===== src/rtl/mdu_pkg.sv =====
// rtl/mdu_pkg.sv - shared types for the execute-stage multiply/divide unit
package mdu_pkg;

    typedef logic [31:0] u32;
    typedef logic [2:0]  u3;
    typedef logic        u1;

    // Codes 6 and 7 are unassigned and behave as no-ops.
    typedef enum logic [2:0] {
        MDU_MULTU = 3'd0,
        MDU_MULT  = 3'd1,
        MDU_DIVU  = 3'd2,
        MDU_DIV   = 3'd3,
        MDU_MTHI  = 3'd4,
        MDU_MTLO  = 3'd5
    } mdu_op_t;

    function automatic u1 mdu_is_arith(input mdu_op_t op);
        return op inside {MDU_MULTU, MDU_MULT, MDU_DIVU, MDU_DIV};
    endfunction

    function automatic u1 mdu_is_signed(input mdu_op_t op);
        return op inside {MDU_MULT, MDU_DIV};
    endfunction

    function automatic u1 mdu_is_div(input mdu_op_t op);
        return op inside {MDU_DIVU, MDU_DIV};
    endfunction

endpackage


===== src/rtl/mdu.sv =====
// rtl/mdu.sv - iterative shift-add multiply / restoring divide unit owning HI/LO
module mdu
    import mdu_pkg::*;
#(
    parameter int WIDTH = 32
) (
    input  logic             clk,
    input  logic             reset,
    input  logic             start,
    input  mdu_op_t          op,
    input  logic [WIDTH-1:0] a,
    input  logic [WIDTH-1:0] b,
    output logic             ready,
    output logic             busy,
    output logic             done,
    output logic [WIDTH-1:0] hi,
    output logic [WIDTH-1:0] lo
);

    localparam int CW = $clog2(WIDTH) + 1;
    localparam logic [CW-1:0] LAST = CW'(WIDTH - 1);

    typedef enum logic [1:0] {IDLE, CALC, FIX, DONE} mdu_state_t;

    mdu_state_t         state;
    mdu_state_t         state_next;
    mdu_op_t            op_q;
    logic               sign_a;
    logic               sign_b;
    logic [WIDTH-1:0]   mag_a;
    logic [WIDTH-1:0]   mag_b;
    logic [2*WIDTH-1:0] acc;
    logic [CW-1:0]      cnt;

    logic               accept;
    logic               accept_arith;
    logic [WIDTH-1:0]   a_mag;
    logic [WIDTH-1:0]   b_mag;
    logic [WIDTH:0]     mul_sum;
    logic [WIDTH:0]     div_rem;
    logic [WIDTH:0]     div_diff;
    logic [2*WIDTH-1:0] acc_step;
    logic               neg_res;
    logic [2*WIDTH-1:0] fix_prod;
    logic [WIDTH-1:0]   fix_quot;
    logic [WIDTH-1:0]   fix_rem;

    assign accept       = start && (state == IDLE);
    assign accept_arith = accept && mdu_is_arith(op);

    assign ready = (state == IDLE);
    assign busy  = (state != IDLE);
    assign done  = (state == DONE);

    always_ff @(posedge clk) begin
        if (reset) begin
            state <= IDLE;
        end else begin
            state <= state_next;
        end
    end

    always_comb begin
        state_next = state;
        case (state)
            IDLE:    if (accept_arith) state_next = CALC;
            CALC:    if (cnt == LAST) state_next = FIX;
            FIX:     state_next = DONE;
            DONE:    state_next = IDLE;
            default: state_next = IDLE;
        endcase
    end

    always_comb begin
        a_mag = (mdu_is_signed(op) && a[WIDTH-1]) ? -a : a;
        b_mag = (mdu_is_signed(op) && b[WIDTH-1]) ? -b : b;
    end

    // One iteration: multiply adds the multiplicand on the multiplier LSB and
    // shifts right; divide shifts left and subtracts the divisor if it fits.
    always_comb begin
        mul_sum  = {1'b0, acc[2*WIDTH-1:WIDTH]} + (acc[0] ? {1'b0, mag_a} : '0);
        div_rem  = acc[2*WIDTH-1:WIDTH-1];
        div_diff = div_rem - {1'b0, mag_b};
        if (mdu_is_div(op_q)) begin
            if (!div_diff[WIDTH]) begin
                acc_step = {div_diff[WIDTH-1:0], acc[WIDTH-2:0], 1'b1};
            end else begin
                acc_step = {div_rem[WIDTH-1:0], acc[WIDTH-2:0], 1'b0};
            end
        end else begin
            acc_step = {mul_sum, acc[WIDTH-1:1]};
        end
    end

    // A zero divisor yields an all-ones quotient from the iteration itself, but
    // the sign fix-up would corrupt it, so the quotient is forced explicitly.
    always_comb begin
        neg_res  = sign_a ^ sign_b;
        fix_prod = neg_res ? -acc : acc;
        if (mag_b == '0) begin
            fix_quot = '1;
        end else begin
            fix_quot = neg_res ? -acc[WIDTH-1:0] : acc[WIDTH-1:0];
        end
        fix_rem = sign_a ? -acc[2*WIDTH-1:WIDTH] : acc[2*WIDTH-1:WIDTH];
    end

    always_ff @(posedge clk) begin
        if (reset) begin
            op_q   <= MDU_MULTU;
            sign_a <= 1'b0;
            sign_b <= 1'b0;
            mag_a  <= '0;
            mag_b  <= '0;
            acc    <= '0;
            cnt    <= '0;
            hi     <= '0;
            lo     <= '0;
        end else begin
            if (accept_arith) begin
                op_q   <= op;
                sign_a <= mdu_is_signed(op) && a[WIDTH-1];
                sign_b <= mdu_is_signed(op) && b[WIDTH-1];
                mag_a  <= a_mag;
                mag_b  <= b_mag;
                acc    <= {{WIDTH{1'b0}}, (mdu_is_div(op) ? a_mag : b_mag)};
                cnt    <= '0;
            end else if (state == CALC) begin
                acc <= acc_step;
                cnt <= cnt + 1'b1;
            end

            if (accept && (op == MDU_MTHI)) hi <= a;
            if (accept && (op == MDU_MTLO)) lo <= a;

            if (state == FIX) begin
                if (mdu_is_div(op_q)) begin
                    hi <= fix_rem;
                    lo <= fix_quot;
                end else begin
                    hi <= fix_prod[2*WIDTH-1:WIDTH];
                    lo <= fix_prod[WIDTH-1:0];
                end
            end
        end
    end

endmodule


===== config.mk =====
export PLATFORM = sky130hd
export DESIGN_NAME = mdu
export DESIGN_NICKNAME = d
export VERILOG_FILES = /design/src/rtl/mdu_pkg.sv /design/src/rtl/mdu.sv
export SDC_FILE = /design/constraint.sdc
export NUM_CORES = 1
export LEC_CHECK = 0
export CORE_UTILIZATION = 30
export DETAILED_ROUTE_END_ITERATION = 10
export DONT_BUFFER_PORTS = 1
export GPL_TIMING_DRIVEN = 0
export SYNTH_ARGS = -nofsm -noshare
export SYNTH_HDL_FRONTEND = slang
export SYNTH_SLANG_ARGS = --single-unit

===== constraint.sdc =====
create_clock -name clk -period 4.2 [get_ports clk]
set_input_delay 0.63 -clock clk [delete_from_list [all_inputs] [get_ports clk]]
set_output_delay 0.63 -clock clk [all_outputs]
set_load 0.05 [all_outputs]

# == Yosys cells after proc, flatten, opt, wreduce, memory -nomap -nowiden ==
# Cells that the tools add are included.
# Widths: inputs -> output; s select.
# word_totals
reg_bits,205
input_bits,70
out_inout_bits,67
word_cells,73
# classes
add_sub_neg,8
eq_ne,13
mux,21
n_bitwise,1
reduce_logical,19
# op_table
cell,count
$mux 32,15
$mux 64,3
$neg 32->32,4
$neg 64->64,1
$add 32x32->33,1
$sub 33x32->33,1
$logic_not 32->1,1
$reduce_bool 2->1,7
$eq 3x2->1 const B,4
$pmux 2 s4,1
$add 6x1->6 const B,1
$eq 3x3->1 const B,2
$eq 6x5->1 const B,1
$logic_and 1x1->1,6
$eq 2x2->1 const B,2
$mux 2,2
$reduce_bool 4->1,1
$eq 3x1->1 const B,1
$logic_not 3->1,1
$eq 2x1->1 const B,1
$logic_not 2->1,1
$ne 2x1->1 const B,1
$ne 2x2->1 const B,1
$reduce_and 2->1,1
other kinds (2),2

# == Longest topological paths before layout ==
# logic_depth
word_depth,6
depth_mapped,15
mapped_depth_nobuf,13

# == Least setup slack after synthesis ==
# OpenSTA, ideal clock, no wires.
# synth_path
path_type,register to register
start,reg acc[0]
end,reg acc[59]
setup_ns,0.132
t_arrival_ns,3.142
required_ns,4.068
slack_ns,0.927
stages_incl_launch_ff,16
n_path_buf,2
period_less_slack_ns,3.273
cell_sequence,dfxtp_1 -> clkbuf_1 -> clkbuf_1 -> and2_1 -> ha_1 -> fa_1 -> a211oi_1 -> o21ai_0 -> o21ai_0 -> nand2_1 -> a211oi_1 -> nor2_1 -> and2_1 -> o21ai_0 -> nor4b_1 -> nor4_1
# synth_between
elab_chain_len,3
# synth_lines
element,line,source
from (decl),mdu.sv:32,logic [2*WIDTH-1:0] acc;
from (signal assigned),mdu.sv:127,"acc <= {{WIDTH{1'b0}}, (mdu_is_div(op) ? a_mag : b_mag)};"
from (signal assigned),mdu.sv:130,acc <= acc_step;
$mux 32,mdu.sv:82,"mul_sum = {1'b0, acc[2*WIDTH-1:WIDTH]} + (acc[0] ? {1'b0, mag_a} : '0);"
$add 32x32->33,mdu.sv:82,
$mux 64,mdu.sv:85,if (mdu_is_div(op_q)) begin
# Every way passes these cells.
# A chain may end at the register's enable or synchronous reset.

# == Worst setup path after layout ==
# layout_path
start,reg acc[31]
end,reg acc[35]
# layout_between
elab_chain_len,3
# layout_lines
element,line,source
$sub 33x32->33,mdu.sv:84,"div_diff = div_rem - {1'b0, mag_b};"
$mux 64,mdu.sv:86,if (!div_diff[WIDTH]) begin
$mux 64,mdu.sv:85,
# Every way passes these cells.

==> flow_metrics.py <==
metrics = {
    "clock_tree": {
        "clk_path_buf_depth": 3,
        "cts-root-buf": "clkbuf_16",
        "cts-htree-levels": 1,
        "insertion_delay_ps": 570,
        "path_clk_slew_ps": 60,
        "cts_buffers": 26,
        "cts_setup_buffers": 0,
        "cts_tree": "built",
        "cts.sinks": 204,
    },
    "synthesis": {
        "async_flop_share_pct": 0,
        "ys_types": 78,
        "synth-compound-area-share_pct": 27.6,
        "synth_top_family_by_area": "compound AO/OA/AOI/OAI gates",
        "ys_warn_count": 0,
        "syn_nets": 2242,
        "synthTopCellsByCount": "nor2_1 (208), dfxtp_1 (204), nand2_1 (195)",
        "synth_top_area_share_pct": 25.9,
        "yosysSeqAreaShare_pct": 25.9,
        "synth_fa_ha_area_share_pct": 6.06,
        "syn_area_um2": 15700,
        "synth_simple_gate_area_share_pct": 23.7,
        "synth.largest_area_cell": "dfxtp_1",
        "synthXorXnorAreaFrac_pct": 9.74,
        "postSynthAreaPerCell_um2": 7.51,
        "synth_edf_count": 0,
        "synthTopCellsByArea": "dfxtp_1 (26%), a211oi_1 (7.8%), ha_1 (5.8%)",
        "ys_seq_elements": 204,
        "yosysMostFrequentCell": "nor2_1",
        "synth_cells": 2097,
        "muxShareOfSynthArea_pct": 1.75,
        "synthFlopType": "dfxtp_1",
    },
    "grt": {
        "grt.total_usage_pct": 25.6,
        "grt_pass1_vias": 15800,
        "antenna_found_initial": 1,
        "grt_max_degree": 13,
        "grt_first_pass_wirelength_mm": 103,
        "overflow": 0,
    },
    "power": {
        "power.density_nw_per_um2": 729,
        "p_leak_nw": 6.37,
        "max-vdd-ir-drop_mv": 0.343,
    },
    "critical_path": {
        "reg2reg_from": "acc[31]",
        "end_kind": "register",
        "start_kind": "register",
        "timing.rr.end": "acc[35]",
        "worstPathRequired_ps": 4620,
        "reg2reg_depth": 14,
        "r2r_slack_ps": 280,
        "worstPathMaxFanout": 10,
        "critical_path_arrival_ps": 4340,
        "crit_type": "register to register",
    },
    "sta": {
        "tightest_slew_ps": 953,
        "min_period_over_period_pct": 93.4,
        "hold_viol_final": 0,
        "slew_headroom_pct": 36.4,
        "whs_ps": 210,
        "max_freq_mhz": 255,
        "setup_violations": 0,
        "timing.final.max_slew_violations": 0,
        "finalCriticalPeriod_ps": 3920,
        "rsz0062_at_grt": "false",
        "skew_ps": 18.3,
    },
    "hold_path": {
        "whs_path_depth": 2,
        "hold_end": "mag_b[0]",
        "min_path_type": "primary input to register",
        "hold_start": "b[0]",
    },
    "routing": {
        "ant_nets": 0,
        "routed_wl_mm": 70.5,
        "vias": 16900,
        "dr.first_iter.drc_count": 1694,
        "drc_errors": 0,
        "firstDrtPassIters": 6,
        "via_per_inst": 5.98,
        "wl_per_cell_um": 25.0,
    },
    "place": {
        "place.port_buffers": 0,
        "hpwl_mm": 56.4,
        "place_congestion": 1.03,
        "dpl.cell_count": 2777,
    },
    "layout": {
        "area.growth.synth_to_final_pct": 10.8,
        "drive_gt1_share_pct": 4.39,
        "n_antenna_cell": 0,
        "fin_cells": 2822,
        "fin_nets": 2269,
    },
    "die": {
        "pin_count": 137,
        "fp.dieW_um": 231,
        "initial_core_util_pct": 30.5,
        "rows": 83,
        "core_area_um2": 51600,
        "chipHeight_um": 231,
        "dieArea_um2": 53400,
    },
    "flow_run": {
        "drv_cap": 0,
    },
    "outcome": {
        "status": "finished clean",
    },
}
## how the worst max path moves through the flow
stage | start | depth (start not counted) | to
final | acc[31] | 14 | acc[35]
after global routing | acc[44] | 12 | acc[35]
after CTS | state[0] | 10 | hi[24]
after detailed placement | state[0] | 10 | hi[26]
after global placement | state[0] | 10 | hi[26]
after floorplan | acc[0] | 15 | acc[59]
## logic make-up (layout without fill, tap and decap cells)
logic type | Yosys count | in the layout
compound gates | 645 | 645
buf+inv | 211 | 256
fa+ha+maj | 75 | 75
flops | 204 | 204
mux | 27 | 27
xor+xnor | 175 | 175
simple gates | 760 | 760
## power breakdown
part | switching (W) | total [W] | internal, W
clock | 0.000975 | 0.00231 | 0.00133
sequential | 0.00120 | 0.00361 | 0.00242
combinational | 0.00425 | 0.00680 | 0.00255
total | 0.00642 | 0.0127 | 0.00630
## flip-flops by register name (all words and copies together) (netlist names)
register,cells
acc,64
hi,32
lo,32
mag_a,32
mag_b,32
cnt,6
op_q,2
state,2
sign_a,1
sign_b,1
## worst max-delay path: stages, from the launching register on
cell and delay, ps:
dfxtp_1 550, inv_1 140, ha_1 250, fa_1 420
nor2b_1 170, o31a_1 190, o211a_1 210, nor3_2 90
o21a_1 230, o211a_1 220, a211oi_2 400, buf_4 290
mux2_2 360, o21ai_0 160, o31ai_1 90
## placed cells by master, fill, tap and decap left out, types with 72 or more instances in the layout
cell	instances
a211oi_1	164
and2_1	74
dfxtp_1	203
xnor2_1	89
ha_1	72
a21oi_1	136
nor2_1	208
xor2_1	86
clkbuf_1	133
o21ai_0	105
nand2_1	195
## what timing repair did
action	CTS	global route
hold buffers	0	0
setup endpoints to repair	11	27
gates resized for setup	2	5
## area by class of cell
type / count / area, um2
Fill cell: 5535 / 34200
Inverter: 60 / 225
Clock buffer: 35 / 726
Sequential cell: 204 / 4090
Buffer: 150 / 591
Tap cell: 680 / 851
Clock inverter: 11 / 123
Multi-Input combinational cell: 1682 / 10800
## layer usage
layer / routed length [um] / vias to the layer above / track usage (%)
met4: 4060 / 0 / 14.2
met3: 5760 / 181 / 3.86
li1: - / 7679 / -
met1: 28600 / 8148 / 32.8
met2: 32100 / 859 / 41.0
met5: 0 / - / 0
## stage by stage
| step | instance area [um2] | power, W | TNS, ps | setup slack [ps] | util [%] |
|---|---|---|---|---|---|
| floorplan | 15700 | 0.00826 | 0 | 927 | - |
| global placement | 16600 | 0.0102 | -14.3 | -8.44 | 32.1 |
| detailed placement | 16600 | 0.0102 | -753 | -105 | 32.1 |
| CTS | 17400 | 0.0125 | 0 | 54.4 | 33.8 |
| global route | 17400 | 0.0134 | 0 | 4.48 | 33.8 |
| finish | 17400 | 0.0127 | 0 | 277 | 33.8 |
Power figures use the tool's default switching activity.
